`src/rtl/jpeg_pkg.sv`:
```
// Shared types and constants for the JPEG result write-back DMA.
// The completion interrupt is built only when JPEG_RESULT_DMA_IRQ_EN is defined.
package jpeg_pkg;

  localparam int BLK_WORDS = 32;
  localparam int IDX_W     = 5;

  localparam logic [1:0] REG_DST   = 2'd0;
  localparam logic [1:0] REG_COUNT = 2'd1;
  localparam logic [1:0] REG_CTRL  = 2'd2;
  localparam logic [1:0] REG_RSVD  = 2'd3;

  localparam int CTRL_START = 0;
  localparam int CTRL_ABORT = 1;
  localparam int CTRL_CLEAR = 2;

  localparam int STAT_BUSY = 0;
  localparam int STAT_DONE = 1;
  localparam int STAT_ERR  = 2;

  typedef enum logic [2:0] {
    ST_IDLE,
    ST_WAIT_BLK,
    ST_RD,
    ST_WR,
    ST_NEXT,
    ST_ERR
  } dma_state_e;

  typedef struct packed {
    dma_state_e       state;
    logic [IDX_W-1:0] idx;
    logic [15:0]      remaining;
    logic             pending;
    logic             abort_req;
  } dma_dbg_t;

endpackage

```
`src/rtl/jpeg_result_regs.sv`:
```
// Slave register window of the result DMA: DST/COUNT storage, CTRL command
// pulses and the combinational read mux.
module jpeg_result_regs
  import jpeg_pkg::*;
(
  input  logic        clk_i,
  input  logic        rst_i,
  input  logic        regen_i,
  input  logic [1:0]  adr_i,
  input  logic [31:0] dat_i,
  input  logic        we_i,
  input  logic        busy_i,
  input  logic        done_i,
  input  logic        err_i,
  input  logic [15:0] remaining_i,
  output logic [31:0] dat_o,
  output logic [31:0] dst_o,
  output logic [15:0] count_o,
  output logic        start_o,
  output logic        abort_o,
  output logic        clear_o
);

  logic        wr_en;
  logic        wr_ctrl;
  logic [31:0] dst_q;
  logic [15:0] count_q;

  assign wr_en   = regen_i && we_i;
  assign wr_ctrl = wr_en && (adr_i == REG_CTRL);

  // Start is only meaningful while idle; abort and clear act in any state.
  assign start_o = wr_ctrl && dat_i[CTRL_START] && !busy_i;
  assign abort_o = wr_ctrl && dat_i[CTRL_ABORT];
  assign clear_o = wr_ctrl && dat_i[CTRL_CLEAR];

  always_ff @(posedge clk_i) begin
    if (rst_i) begin
      dst_q   <= '0;
      count_q <= '0;
    end else if (wr_en && !busy_i) begin
      if (adr_i == REG_DST)   dst_q   <= {dat_i[31:2], 2'b00};
      if (adr_i == REG_COUNT) count_q <= dat_i[15:0];
    end
  end

  always_comb begin
    dat_o = '0;
    case (adr_i)
      REG_DST:   dat_o = dst_q;
      REG_COUNT: dat_o = {16'd0, count_q};
      REG_CTRL: begin
        dat_o[STAT_BUSY] = busy_i;
        dat_o[STAT_DONE] = done_i;
        dat_o[STAT_ERR]  = err_i;
        dat_o[31:16]     = remaining_i;
      end
      default:   dat_o = '0;
    endcase
  end

  assign dst_o   = dst_q;
  assign count_o = count_q;

endmodule

```
`src/rtl/jpeg_result_dma.sv`:
```
// Result write-back DMA: copies each finished 8x8 coefficient block from the
// DCT output RAM to memory with Wishbone single writes. irq_o: JPEG_RESULT_DMA_IRQ_EN.
module jpeg_result_dma
  import jpeg_pkg::*;
#(
  parameter int BLK_WORDS = jpeg_pkg::BLK_WORDS
) (
  input  logic        clk_i,
  input  logic        rst_i,
  input  logic        regen_i,
  input  logic [31:0] wb_adr_i,
  input  logic [31:0] wb_dat_i,
  input  logic        wb_we_i,
  output logic [31:0] wb_dat_o,
  output logic [4:0]  ures_addr_o,
  input  logic [31:0] ures_data_i,
  input  logic        block_ready_i,
  output logic        block_free_o,
  output logic [31:0] wbm_adr_o,
  output logic [31:0] wbm_dat_o,
  output logic [3:0]  wbm_sel_o,
  output logic        wbm_cyc_o,
  output logic        wbm_stb_o,
  output logic        wbm_we_o,
  input  logic        wbm_ack_i,
  input  logic        wbm_err_i,
`ifdef JPEG_RESULT_DMA_IRQ_EN
  output logic        irq_o,
`endif
  output dma_dbg_t    dbg_o
);

  localparam logic [IDX_W-1:0] LAST_IDX = IDX_W'(BLK_WORDS - 1);

  dma_state_e       state_q, state_d;
  logic [IDX_W-1:0] idx_q;
  logic [31:0]      addr_q;
  logic [15:0]      remaining_q;
  logic             pending_q, abort_q, done_q, err_q;

  logic [31:0] dst;
  logic [15:0] count;
  logic        start, abort, clear;
  logic        busy, blk_go, word_ack, err_enter, done_set;
  logic        adr_unused;

  jpeg_result_regs u_regs (
    .clk_i       (clk_i),
    .rst_i       (rst_i),
    .regen_i     (regen_i),
    .adr_i       (wb_adr_i[3:2]),
    .dat_i       (wb_dat_i),
    .we_i        (wb_we_i),
    .busy_i      (busy),
    .done_i      (done_q),
    .err_i       (err_q),
    .remaining_i (remaining_q),
    .dat_o       (wb_dat_o),
    .dst_o       (dst),
    .count_o     (count),
    .start_o     (start),
    .abort_o     (abort),
    .clear_o     (clear)
  );

  assign adr_unused = ^{wb_adr_i[31:4], wb_adr_i[1:0]};

  assign busy      = (state_q != ST_IDLE);
  assign blk_go    = (state_q == ST_WAIT_BLK) && !abort && (block_ready_i || pending_q);
  assign err_enter = (state_q == ST_WR) && wbm_err_i;
  assign word_ack  = (state_q == ST_WR) && wbm_ack_i && !wbm_err_i;
  assign done_set  = (start && count == 16'd0) ||
                     (state_q == ST_NEXT && remaining_q == 16'd0 && !abort);

  always_comb begin
    state_d = state_q;
    case (state_q)
      ST_IDLE:     if (start && count != 16'd0) state_d = ST_WAIT_BLK;
      ST_WAIT_BLK: begin
        if (abort)                            state_d = ST_IDLE;
        else if (block_ready_i || pending_q)  state_d = ST_RD;
      end
      ST_RD:       state_d = abort ? ST_IDLE : ST_WR;
      ST_WR: begin
        // err wins over a simultaneous ack; a requested abort waits for the response
        if (wbm_err_i)                 state_d = ST_ERR;
        else if (wbm_ack_i) begin
          if (abort_q || abort)        state_d = ST_IDLE;
          else if (idx_q == LAST_IDX)  state_d = ST_NEXT;
          else                         state_d = ST_RD;
        end
      end
      ST_NEXT:     state_d = (abort || remaining_q == 16'd0) ? ST_IDLE : ST_WAIT_BLK;
      ST_ERR:      state_d = ST_IDLE;
      default:     state_d = ST_IDLE;
    endcase
  end

  // Wishbone master handshake: cyc spans the whole block; in WR, stb/we/sel,
  // address and data are held stable until ack or err, one word per response.
  always_comb begin
    wbm_cyc_o = (state_q == ST_RD) || (state_q == ST_WR);
    wbm_stb_o = (state_q == ST_WR);
    wbm_we_o  = (state_q == ST_WR);
    wbm_sel_o = (state_q == ST_WR) ? 4'hF : 4'h0;
    wbm_dat_o = (state_q == ST_WR) ? ures_data_i : 32'd0;
  end

  assign wbm_adr_o    = addr_q;
  assign ures_addr_o  = idx_q;
  assign block_free_o = (state_q == ST_IDLE) || (state_q == ST_WAIT_BLK);

  always_ff @(posedge clk_i) begin
    if (rst_i) begin
      state_q     <= ST_IDLE;
      idx_q       <= '0;
      addr_q      <= '0;
      remaining_q <= '0;
      pending_q   <= 1'b0;
      abort_q     <= 1'b0;
      done_q      <= 1'b0;
      err_q       <= 1'b0;
    end else begin
      state_q <= state_d;

      if (start) begin
        addr_q      <= dst;
        remaining_q <= count;
      end else if (word_ack) begin
        addr_q <= addr_q + 32'd4;
        if (idx_q == LAST_IDX) remaining_q <= remaining_q - 16'd1;
      end

      if (blk_go)                               idx_q <= '0;
      else if (word_ack && idx_q != LAST_IDX)   idx_q <= idx_q + 1'b1;

      // A stale pending block never survives a return to idle.
      if (state_d == ST_IDLE || blk_go)
        pending_q <= 1'b0;
      else if (block_ready_i &&
               (state_q == ST_RD || state_q == ST_WR || state_q == ST_NEXT))
        pending_q <= 1'b1;

      abort_q <= (state_q == ST_WR) && (state_d == ST_WR) && (abort_q || abort);

      if (clear || start) begin
        done_q <= 1'b0;
        err_q  <= 1'b0;
      end
      if (done_set)  done_q <= 1'b1;
      if (err_enter) err_q  <= 1'b1;
    end
  end

`ifdef JPEG_RESULT_DMA_IRQ_EN
  logic irq_q;

  always_ff @(posedge clk_i) begin
    if (rst_i)                       irq_q <= 1'b0;
    else if (done_set || err_enter)  irq_q <= 1'b1;
    else if (clear)                  irq_q <= 1'b0;
  end

  assign irq_o = irq_q;
`endif

  assign dbg_o = '{state: state_q, idx: idx_q, remaining: remaining_q,
                   pending: pending_q, abort_req: abort_q};

endmodule

```
`config.mk`:
```
export PLATFORM = sky130hd
export DESIGN_NAME = jpeg_result_dma
export DESIGN_NICKNAME = d
export VERILOG_FILES = /design/src/rtl/jpeg_pkg.sv /design/src/rtl/jpeg_result_regs.sv /design/src/rtl/jpeg_result_dma.sv
export SDC_FILE = /design/constraint.sdc
export NUM_CORES = 1
export LEC_CHECK = 0
export CAP_MARGIN = 20
export CORE_MARGIN = 5
export CORE_UTILIZATION = 30
export DETAILED_ROUTE_END_ITERATION = 7
export GPL_TIMING_DRIVEN = 0
export REMOVE_ABC_BUFFERS = 1
export SLEW_MARGIN = 20
export SYNTH_ARGS = -nofsm -noshare
export SYNTH_HDL_FRONTEND = slang
export SYNTH_SLANG_ARGS = --single-unit
export TNS_END_PERCENT = 20
```
`constraint.sdc`:
```
create_clock -name clk_i -period 3.1 [get_ports clk_i]
set_input_delay 0.31 -clock clk_i [delete_from_list [all_inputs] [get_ports clk_i]]
set_output_delay 0.31 -clock clk_i [all_outputs]
set_load 0.01 [all_outputs]
```
==> impl_metrics.csv <==
group,metric,value,unit
critical_path,crit_path_start_kind,"flop",
sta,fmax,0.3544,GHz
routing,post_drt_wl_per_cell,18.75,um
synth,yosys_warnings,0,
finish,nets,1015,
clocking,htreeDepth,3,
sta,worst_slew_pin_slew,903.9,ps
sta,drv_slew,0,
grt,track_usage,18.96,%
synth,synthArstFlopShare,0,%
sta,skew,8.339,ps
run_status,status,"finished, final reports clean",
routing,drt_iter0_markers,377,
clocking,clkTransAtPathRegs,80,ps
sta,setup_violations,0,
clocking,numCtsBuffers,9,
critical_path,cp.required,2790,ps
clocking,clock-sinks,104,
place,gp_congestion,0.8075,
grt,grt-ovfl-total,0,
floorplan,die_y,147.7,um
grt,grt_pass1_vias,5536,
place,pre_cts_ws,-188.6,ps
critical_path,rrSetupSlack,450,ps
synth,syn_area_per_cell,7.628,sq um
finish,drive_above_1_share,5.038,%
grt,antenna_found_initial,0,
clocking,cts_root_buffer,"clkbuf_16",
place,post-dp-hpwl,15.87,mm
clocking,cts_buffer_depth,2,
synth,syn_area,5690,sq um
critical_path,crit_fanout,49,
floorplan,die_w,147.7,um
finish,area_delta_synth_final,43.47,%
synth,syn_inst,746,
synth,ys_seq_area_share,36.59,%
synth,synth-seq-cells,104,
critical_path,crit_chain,"nand3b_4 -> clkinv_2 -> and2_1 -> clkdlybuf4s50_1",
job,maxCapViolCount,0,
critical_path,r2r_cells,6,
finish,antenna_cells,0,
clocking,insertion_delay,360,ps
power,power.total,0.002826,W
floorplan,die_area,21820,sq um
power,cellPowerDensity,346.1,nW/um^2
critical_path,cpPeakStageDelay,510,ps
critical_path,worstSetupEndpointType,"output pin",
grt,grt_first_pass_wirelength,32.84,mm
floorplan,core,18710,sq um
routing,viasPerCell,5.214,
synth,synthDistinctLibCells,62,
sta,slew_headroom,39.61,%
routing,first_pass_iters,5,
critical_path,r2r-start,"state_q[1]$_SDFF_PP0_",
routing,routed_wl,21.51,mm
hold_path,min_to,"u_regs.dst_o[22]$_SDFFE_PP0P_",
power,p_leak,2.876,nW
sta,layout_min_cycle_time,2822,ps
sta,rsz0062_at_grt,"no",
synth,ys.flop_type,"dfxtp_1",
critical_path,reg2reg_to,"remaining_q[10]$_SDFFE_PP0P_",
floorplan,num_io_pins,238,
hold_path,hold_start,"rst_i",
power,peakVddDrop,0.2177,mV
clocking,cts_tree,"yes",
floorplan,rows,50,
clocking,cts_setup_buffers,0,
place,portBuffers,205,
routing,remaining_drc_errors,0,
critical_path,critPathArrivalTime,2510,ps
finish,instances_no_fill,1147,
sta,timing.final.ws_setup,278.5,ps
floorplan,start_util,30.42,%
critical_path,critPathSlowestCell,"dfxtp_1",
sta,finalSetupTns,0,ps
hold_path,hp-class,"input port to flop",
critical_path,path_class,"flop to output pin",
grt,grt_max_degree,66,
routing,vias,5980,
hold_path,hold_depth,2,
routing,drtAntennaViolNets,0,
place,dp.cells,1131,
sta,period_share,91.02,%
sta,finalHoldViolCount,0,
synth,synth_edf_count,0,
-- layout make-up --
cell class / instances / area (sq um)
Tap cell: 234 / 292.8
Sequential cell: 104 / 2082
Clock buffer: 9 / 225.2
Clock inverter: 7 / 72.57
Inverter: 10 / 38.79
Multi-Input combinational cell: 568 / 3287
Timing Repair Buffer: 215 / 2166
Fill cell: 1872 / 10540
-- worst max-delay path by stage --
| stage | startpoint | end | slack, ps |
|---|---|---|---|
| after global placement | wb_adr_i[3] | u_regs.dst_o[21]$_SDFFE_PP0P_ | -2840 |
| after detailed placement | wbm_ack_i | wbm_adr_o[31]$_SDFFE_PP0P_ | -190 |
| after floorplan | state_q[1]$_SDFF_PP0_ | u_regs.dst_o[10]$_SDFFE_PP0P_ | 400 |
| after CTS | wbm_ack_i | wbm_adr_o[31]$_SDFFE_PP0P_ | 180 |
| final | state_q[2]$_SDFF_PP0_ | wbm_dat_o[13] | 280 |
| after global routing | state_q[2]$_SDFF_PP0_ | wbm_dat_o[18] | 90 |
-- power by group --
group	internal, W	total [W]	switching [W]
Sequential	0.00135	0.00138	0.0000221
Combinational	0.000145	0.000280	0.000135
Clock	0.000627	0.00117	0.000544
-- per-stage QoR --
step	area, sq um	hold WS [ps]	utilization (%)
CTS	8162	407.3	43.63
detailed placement	7864	463.6	42.04
floorplan	5374	379.1	-
global placement	7719	457.1	41.26
finish	8164	407.5	43.65
global route	8164	426.1	43.65
-- cells in the mapped netlist (all sizes together) (8+ instances only) --
cell / number / area, sq um
a211oi: 11 / 82.58
nand2: 127 / 476.7
nor4: 8 / 50.05
and3: 13 / 81.33
nand3: 20 / 100.1
nor3: 14 / 75.07
or3: 9 / 61.31
and2: 34 / 212.7
o21ai: 19 / 95.09
a21oi: 84 / 420.4
buf: 23 / 161.4
mux2i: 31 / 310.3
a31oi: 16 / 100.1
inv: 9 / 33.78
clkbuf: 42 / 158.9
dfxtp: 104 / 2082
or4: 8 / 60.06
nor2: 67 / 251.5
nand4: 20 / 131.4
xor2: 10 / 87.58
-- logic make-up (layout without fill, tap and decap cells) --
kind of cell | Yosys count | in the layout | synth area share [%]
simple gates | 343 | 343 | 29.73
flops | 104 | 104 | 36.59
compound gates | 172 | 172 | 18.43
buf+inv | 75 | 241 | 6.310
xor+xnor | 14 | 14 | 2.155
fa+ha+maj | 4 | 4 | 0.8795
mux | 33 | 33 | 5.849
other cells | 1 | 2 | 0.06590
-- sequential cells by signal (all words and copies together), names as in the netlist --
signal / cells
ures_addr_o: 5
wbm_adr_o: 30
u_regs.count_o: 16
pending_q: 1
err_q: 1
abort_q: 1
u_regs.dst_o: 30
done_q: 1
remaining_q: 16
state_q: 3
-- critical path: cells and delay by family (launching register included) --
family	cells	cell delay [ps]
simple gates	2	630
buf+inv	2	1000
flops	1	510
-- per-layer routing --
metal  wire length, um  up-vias  track usage (%)  part of all wire (%)
met5                 0        -                0                     0
met4               282        0            4.473                   1.3
li1                  -     2963                -                     -
met1              9761     2802            26.20                    45
met3              1452       18            4.660                   6.8
met2             10010      197            29.87                    47
-- cells in the final DEF, fill, tap and decap left out, types with 4 or more instances in the layout --
| cell | netlist | layout |
|---|---|---|
| clkdlybuf4s50_1 | 0 | 202 |
| nand2_1 | 127 | 125 |
| dfxtp_1 | 104 | 104 |
| a21oi_1 | 84 | 84 |
| nor2_1 | 67 | 66 |
| and2_1 | 34 | 33 |
| mux2i_1 | 31 | 31 |
| nand3_1 | 20 | 20 |
| o21ai_0 | 19 | 19 |
| nand4_1 | 19 | 19 |
| a31oi_1 | 16 | 16 |
| and3_1 | 13 | 13 |
| nor3_1 | 13 | 12 |
| a211oi_1 | 11 | 11 |
| xor2_1 | 10 | 10 |
| inv_1 | 9 | 9 |
| clkbuf_16 | 0 | 9 |
| or4_1 | 8 | 8 |
| a22oi_1 | 7 | 7 |
| or3_1 | 8 | 7 |
| nor4_1 | 8 | 7 |
| o211ai_1 | 7 | 7 |
| nor2b_1 | 5 | 5 |
| buf_4 | 17 | 5 |
| a32oi_1 | 4 | 4 |
| xnor2_1 | 4 | 4 |
| ha_1 | 4 | 4 |
| buf_2 | 3 | 4 |
-- timing repair --
action | CTS | global route
resized for setup | 0 | 1
hold buffers | 0 | 0
setup endpoints to repair | 0 | 5
Note: power is estimated with default switching activity, not from simulation.
